`config.mk`:
```
export PLATFORM = sky130hd
export DESIGN_NAME = tree_vote_sequencer
export DESIGN_NICKNAME = d
export VERILOG_FILES = /design/src/rtl/tree_vote_sequencer.sv
export SDC_FILE = /design/constraint.sdc
export NUM_CORES = 1
export LEC_CHECK = 0
export CORE_MARGIN = 3
export CORE_UTILIZATION = 45
export DETAILED_ROUTE_END_ITERATION = 7
export PLACE_DENSITY = 0.95
export RECOVER_POWER = 100
export SYNTH_ARGS = -nofsm -noshare
export SYNTH_HDL_FRONTEND = slang
export SYNTH_SLANG_ARGS = --single-unit
```
`constraint.sdc`:
```
create_clock -name clk -period 2.3 [get_ports clk]
set_input_delay 0.46 -clock clk [delete_from_list [all_inputs] [get_ports clk]]
set_output_delay 0.46 -clock clk [all_outputs]
set_load 0.01 [all_outputs]
```
`src/rtl/tree_vote_sequencer.sv`:
```
// Ensemble sequencer: shares one 1-bit tree evaluator across NUM_TREES trees,
// accumulates their votes and returns the majority class over valid/ready.
module tree_vote_sequencer #(
  parameter int unsigned FEAT_W    = 51,
  parameter int unsigned NUM_TREES = 5,
  parameter int unsigned SEL_W     = 3,
  parameter int unsigned CNT_W     = 3
) (
  input  logic              clk,
  input  logic              rst_n,
  input  logic              clear,
  input  logic              in_valid,
  output logic              in_ready,
  input  logic [FEAT_W-1:0] in_feat,
  output logic [FEAT_W-1:0] tree_feat,
  output logic [SEL_W-1:0]  tree_sel,
  input  logic              tree_vote,
  output logic              out_valid,
  input  logic              out_ready,
  output logic              out_class,
  output logic [CNT_W-1:0]  out_votes,
  output logic              busy
);

  // Majority compare runs one bit wider than the count so 2*votes cannot wrap.
  localparam int unsigned CMP_W = CNT_W + 1;

  typedef enum logic [1:0] {
    IDLE = 2'd0,
    EVAL = 2'd1,
    DONE = 2'd2
  } state_e;

  state_e              state_q, state_d;
  logic [FEAT_W-1:0]   feat_q, feat_d;
  logic [SEL_W-1:0]    sel_q, sel_d;
  logic [CNT_W-1:0]    cnt_q, cnt_d;
  logic [CNT_W-1:0]    votes_q, votes_d;
  logic                class_q, class_d;
  logic                valid_q, valid_d;
  logic                busy_q, busy_d;
  logic [CNT_W-1:0]    sum;
  logic                accept;

  // Input handshake: idle, or handing off a result in the same cycle; never during clear.
  assign in_ready = ~clear & ((state_q == IDLE) | ((state_q == DONE) & out_ready));
  assign accept   = in_valid & in_ready;

  // Next-state and datapath decode.
  always_comb begin
    state_d = state_q;
    feat_d  = feat_q;
    sel_d   = sel_q;
    cnt_d   = cnt_q;
    votes_d = votes_q;
    class_d = class_q;
    valid_d = valid_q;
    sum     = cnt_q + CNT_W'(tree_vote);

    if (clear) begin
      state_d = IDLE;
      valid_d = 1'b0;
      cnt_d   = '0;
      sel_d   = '0;
    end else begin
      case (state_q)
        IDLE: begin
          if (accept) begin
            feat_d  = in_feat;
            sel_d   = '0;
            cnt_d   = '0;
            state_d = EVAL;
          end
        end
        EVAL: begin
          cnt_d = sum;
          if (sel_q == SEL_W'(NUM_TREES - 1)) begin
            state_d = DONE;
            votes_d = sum;
            class_d = ({sum, 1'b0} > CMP_W'(NUM_TREES));
            valid_d = 1'b1;
          end else begin
            sel_d = sel_q + SEL_W'(1);
          end
        end
        DONE: begin
          if (out_ready) begin
            valid_d = 1'b0;
            if (accept) begin
              feat_d  = in_feat;
              sel_d   = '0;
              cnt_d   = '0;
              state_d = EVAL;
            end else begin
              state_d = IDLE;
            end
          end
        end
        default: begin
          state_d = IDLE;
          valid_d = 1'b0;
        end
      endcase
    end

    busy_d = (state_d != IDLE);
  end

  // State and output registers.
  always_ff @(posedge clk or negedge rst_n) begin
    if (!rst_n) begin
      state_q <= IDLE;
      feat_q  <= '0;
      sel_q   <= '0;
      cnt_q   <= '0;
      votes_q <= '0;
      class_q <= 1'b0;
      valid_q <= 1'b0;
      busy_q  <= 1'b0;
    end else begin
      state_q <= state_d;
      feat_q  <= feat_d;
      sel_q   <= sel_d;
      cnt_q   <= cnt_d;
      votes_q <= votes_d;
      class_q <= class_d;
      valid_q <= valid_d;
      busy_q  <= busy_d;
    end
  end

  assign tree_feat = feat_q;
  assign tree_sel  = sel_q;
  assign out_valid = valid_q;
  assign out_class = class_q;
  assign out_votes = votes_q;
  assign busy      = busy_q;

endmodule

```
# Word-level counts from Yosys, hierarchy flattened
# Cells that the tools add are included.
[totals]
reg_bits = 65
latchBits = 0
ramBits = 0
romBits = 0
input_bits = 57
out_inout_bits = 61
wordCells = 55
mem_count = 0
[classes]
add_sub_neg = 2
mul = 0
div_mod_pow = 0
magnitude_cmp = 1
n_eq_ne = 8
n_shift = 0
muxes = 22
bitwise_logic = 5
reduce_logical = 9
[ops]
columns = ["cell", "n"]
rows = [
  ["$mux 51", 2],
  ["$pmux 51 s2", 1],
  ["$mux 3", 7],
  ["$pmux 3 s3", 2],
  ["$reduce_and 3->1", 4],
  ["$ne 3x3->1 const B", 3],
  ["$mux 2", 4],
  ["$pmux 2 s3", 1],
  ["$gt 4x3->1 const B", 1],
  ["$mux 1", 4],
  ["$ne 2x2->1 const B", 2],
  ["$reduce_bool 2->1", 2],
  ["$reduce_bool 4->1", 1],
  ["$add 3x1->3", 1],
  ["$add 3x1->3 const B", 1],
  ["$and 1x1->1", 3],
  ["$eq 3x3->1 const B", 1],
  ["$pmux 1 s3", 1],
  ["$eq 2x1->1 const B", 1],
  ["$eq 2x2->1 const B", 1],
  ["$logic_not 2->1", 1],
  ["$reduce_and 2->1", 1],
  ["$not 1->1", 1],
  ["$or 1x1->1", 1],
]

# Logic depth before layout (Yosys ltp)
[depth]
depth_word = 10
ltp_mapped = 6
ltp_nobuf = 6

# Worst setup path after synthesis
# Ideal clock, no wire load.
[synth_path]
kind = "input to register"
start = "input port clear"
end = "register feat_q[47] (netlist: tree_feat[47])"
setup_time_ns = 0.125
arrival_time_ns = 1.448
required_ns = 2.175
setup_slack_ns = 0.727
stages = 5
path_buffers = 2
cell_sequence = "buf_4 > nor3_4 > nand2_4 > buf_6 > mux2_4"
[synth_between]
elab_chain_len = 6
elab_cells_between_ends = 7
cone_classes = "mux: 3; bitwise: 3; reduce/logical: 1"
[synth_rtl]
columns = ["item", "line", "text"]
rows = [
  ["start, declared", "11", "input logic clear,"],
  ["$not 1->1 (no source line) *", "n/a", ""],
  ["$and 1x1->1 *", "46", "assign in_ready = ~clear & ((state_q == IDLE) | ((state_q == DONE) & out_ready));"],
  ["via in_ready", "13", "output logic in_ready,"],
  ["$and 1x1->1 *", "47", "assign accept = in_valid & in_ready;"],
  ["$mux 51 *", "n/a", ""],
  ["$mux 51", "n/a", ""],
  ["$pmux 51 s2 *", "n/a", ""],
  ["end signal, assigned", "122", "feat_q <= feat_d;"],
  ["end, declared", "35", "logic [FEAT_W-1:0] feat_q, feat_d;"],
]
# Mark *: on every way through the listed nets, which the timed path passes. The rest lies on a longest branch. The select of a mux whose other input is x is not followed.
# A chain may end at the register's enable or synchronous reset.

# Worst setup path after layout
[layout_path]
start = "input port out_ready"
end = "register feat_q[50] (netlist: tree_feat[50])"
[layout_between]
elab_chain_len = 7
elab_cells_between_ends = 9
cone_classes = "eq/ne: 1; mux: 3; bitwise: 4; reduce/logical: 1"
[layout_rtl]
columns = ["item", "line", "text"]
rows = [
  ["start, declared", "19", "input logic out_ready,"],
  ["$and 1x1->1", "46", ""],
  ["$or 1x1->1", "46", ""],
  ["$and 1x1->1", "46", ""],
  ["$and 1x1->1", "47", ""],
  ["$mux 51 (2 in series)", "n/a", ""],
  ["$pmux 51 s2", "n/a", ""],
]
# Parallel ways exist; a longest one is shown, timed or not. The select of a mux whose other input is x is not followed.

==> results.toml <==
[sta]
hold_viol = 0
fmax_mhz = 482
grt_setup_unrepaired = "false"
max_slew.worst_pin.slew_ns = 1.64
skew_ns = 0.00610
tns_ns = 0
whs_ns = 0.489
fin_crit_sh_pct = 90.3
fin_crit_ns = 2.08
relSlewSlack_pct = -9.23
final_max_slew_viol_count = 29
finalSetupViolCount = 0

[yosys]
avgSynthCellArea_sq_um = 15.2
syn_nets = 235
synth.top_cell.area_share_pct = 61.7
synth_cells = 174
synthDistinctLibCells = 26
synth.top_cells.by_count = "65 x dfrtp_1, 49 x mux2_2, 7 x nor2_1"
synth_warnings = 0
ys_async_sr_fraction_pct = 100
synth_top_area_cell = "dfrtp_1"
ys_seq_area_share_pct = 61.7
synth_edf_count = 0
synth-main-ff-cell = "dfrtp_1"
synth.most_common_cell = "dfrtp_1"
ys_ff_latch = 65
synthTopCellsByArea = "dfrtp_1 62%, mux2_2 21%, mux2_4 2.3%"
syn-cell-area_sq_um = 2640

[hold_path]
hold_class = "flip-flop to flip-flop"

[flow_run]
max_cap_violations = 1

[clocking]
post_cts_buffers = 0
cts_tree = "yes"
cts_buffer_depth = 2
htree_levels = 3
clk_latency_ns = 0.32
clk_pin_slew_ns = 0.06
cts-root-buf = "clkbuf_8"
clkSinkCount = 65
numCtsBuffers = 9

[place]
io_buffers = 117
place_hpwl_mm = 4.69
dpl_cell_area_sq_um = 3910
place.gp.congestion = 0.836

[status]
violations = "max-capacitance violations, max-slew violations"
outcome = "finished with violations"

[setup_path]
cpMaxStageDelayCell = "clkdlybuf4s50_1"
cp_num_buf_inv = 3
slowest_delay_ns = 0.47
worstSetupPathType = "primary input to flip-flop"
cp-end-kind = "flip-flop"
crit_family = "buffers and inverters"
cp_cell_sequence = "clkdlybuf4s50_1 -> and2b_1 -> nor3_4 -> clkbuf_4 -> nand2_1 -> clkbuf_4 -> mux2_1"
cpMostUsedCell = "clkbuf_4"
crit_required_ns = 2.50
crit_arrival_ns = 2.27
start_kind = "primary input"
path_max_fanout = 28

[power]
p_leak_nw = 1.78
power_mw = 3.19
power_density_nw_per_um2 = 784
ir_drop_v = 0.000533

[floorplanning]
die_y_um = 82.6
dieArea_sq_um = 6820
start_util_pct = 47.3
ios = 118
coreArea_sq_um = 5570
die_w_um = 82.6
fp-row-count = 27

[routing]
vias = 1903
drt_wl_total_mm = 6.08
dr.pass1.iters = 4
drc = 0
first_iter_violations = 49
wl_per_cell_um = 16.1
drtAntennaViolNets = 0
via_per_inst = 5.03

[cells_and_area]
post-route-util_pct = 73.0
n_antenna_cell = 0
layout-drive-gt1-share_pct = 23.5
fin_area_sq_um = 4070
fill_cells = 383
area_delta_synth_final_pct = 54.3
final_nets = 362

[global_route]
grt-ovfl-total = 0
antenna_found_initial = 0
grt_max_degree = 38
grt_pass1_wl_mm = 9.18
grt_pass1_vias = 1918
grtUsageTotal_pct = 18.2
## state kept, by name (all words and copies together) (netlist names)
name,flops
cnt_q,3
out_votes,3
tree_sel,3
out_class,1
state_q,2
busy,1
tree_feat,51
out_valid,1
## cells by family after synthesis
family          synth area share, %
compound gates                 4.89
xor+xnor                      0.332
fa+ha+maj                      1.90
buf+inv                        3.27
flops                          61.7
mux                            23.2
simple gates                   4.74
## report_power, final
part           switching (mW)  internal, mW
Sequential             0.0888          1.33
Clock                   0.390         0.589
Combinational           0.303         0.488
Total                   0.782          2.41
## what timing repair did
item | CTS | global route
endpoints found under the setup margin | 1 | 0
hold buffers | 0 | 0
gates resized for setup | 1 | 0
## metal layers
layer	track usage [%]	vias up	wire length (um)
met5	0	-	0
met4	6.37	0	14
met3	5.42	2	569
met2	32.7	83	3240
met1	20.3	941	2250
li1	-	877	-
## per-stage QoR
stage	setup WS, ns	std cells
detailed placement	-0.0139	362
CTS	0.264	378
floorplan	0.727	174
global placement	0.0387	362
finish	0.224	378
global route	0.142	378
## worst register-to-register path, cell delays in order (launching register included)
cell	delay [ns]
dfrtp_1	0.44
and2b_1	0.25
nor3_4	0.06
clkbuf_4	0.14
nand2_1	0.12
clkbuf_4	0.40
mux2_2	0.40
## area by class of cell
cell class              instances  area (sq um)  area share (%)
clock buffers                  14           173            4.24
clock inverters                 2          35.0           0.861
inverters                       4          15.0           0.369
multi-input cells              98           900            22.1
flip-flops and latches         65          1630            40.0
well taps                      72          90.1            2.21
repair buffers                123          1230            30.2
## cell usage in the layout (no fill, tap or decap)
cell type,n
a31o_2,2
inv_1,4
buf_12,2
dfrtp_1,65
clkbuf_1,4
nor3_1,2
or2b_1,1
a21o_1,1
nor3_4,2
nand3_1,2
nand2b_1,1
clkinv_2,1
clkbuf_4,2
a22o_1,2
buf_4,1
nand2_1,4
a31oi_1,2
a311oi_1,1
clkdlybuf4s50_1,55
dlygate4sd2_1,1
mux2_1,4
mux2_2,49
dlygate4sd3_1,60
a22oi_1,1
ha_1,4
a211oi_1,1
a21oi_1,4
and2b_1,1
bufinv_16,1
nor2_1,7
xnor2_1,1
o21ai_0,6
clkbuf_8,12
## path summary, 6_finish.rpt
kind,start,end,slack [ns],depth (start not counted)
min,tree_feat[48],tree_feat[48],0.49,1
max in group asynchronous,rst_n,tree_feat[7],0.79,1
max reg2reg,state_q[1],tree_feat[20],0.38,6
max,out_ready,tree_feat[50],0.22,7
min in group asynchronous,rst_n,busy,0.55,1
min reg2reg,tree_feat[48],tree_feat[48],0.49,1
Power figures use the tool's default switching activity.
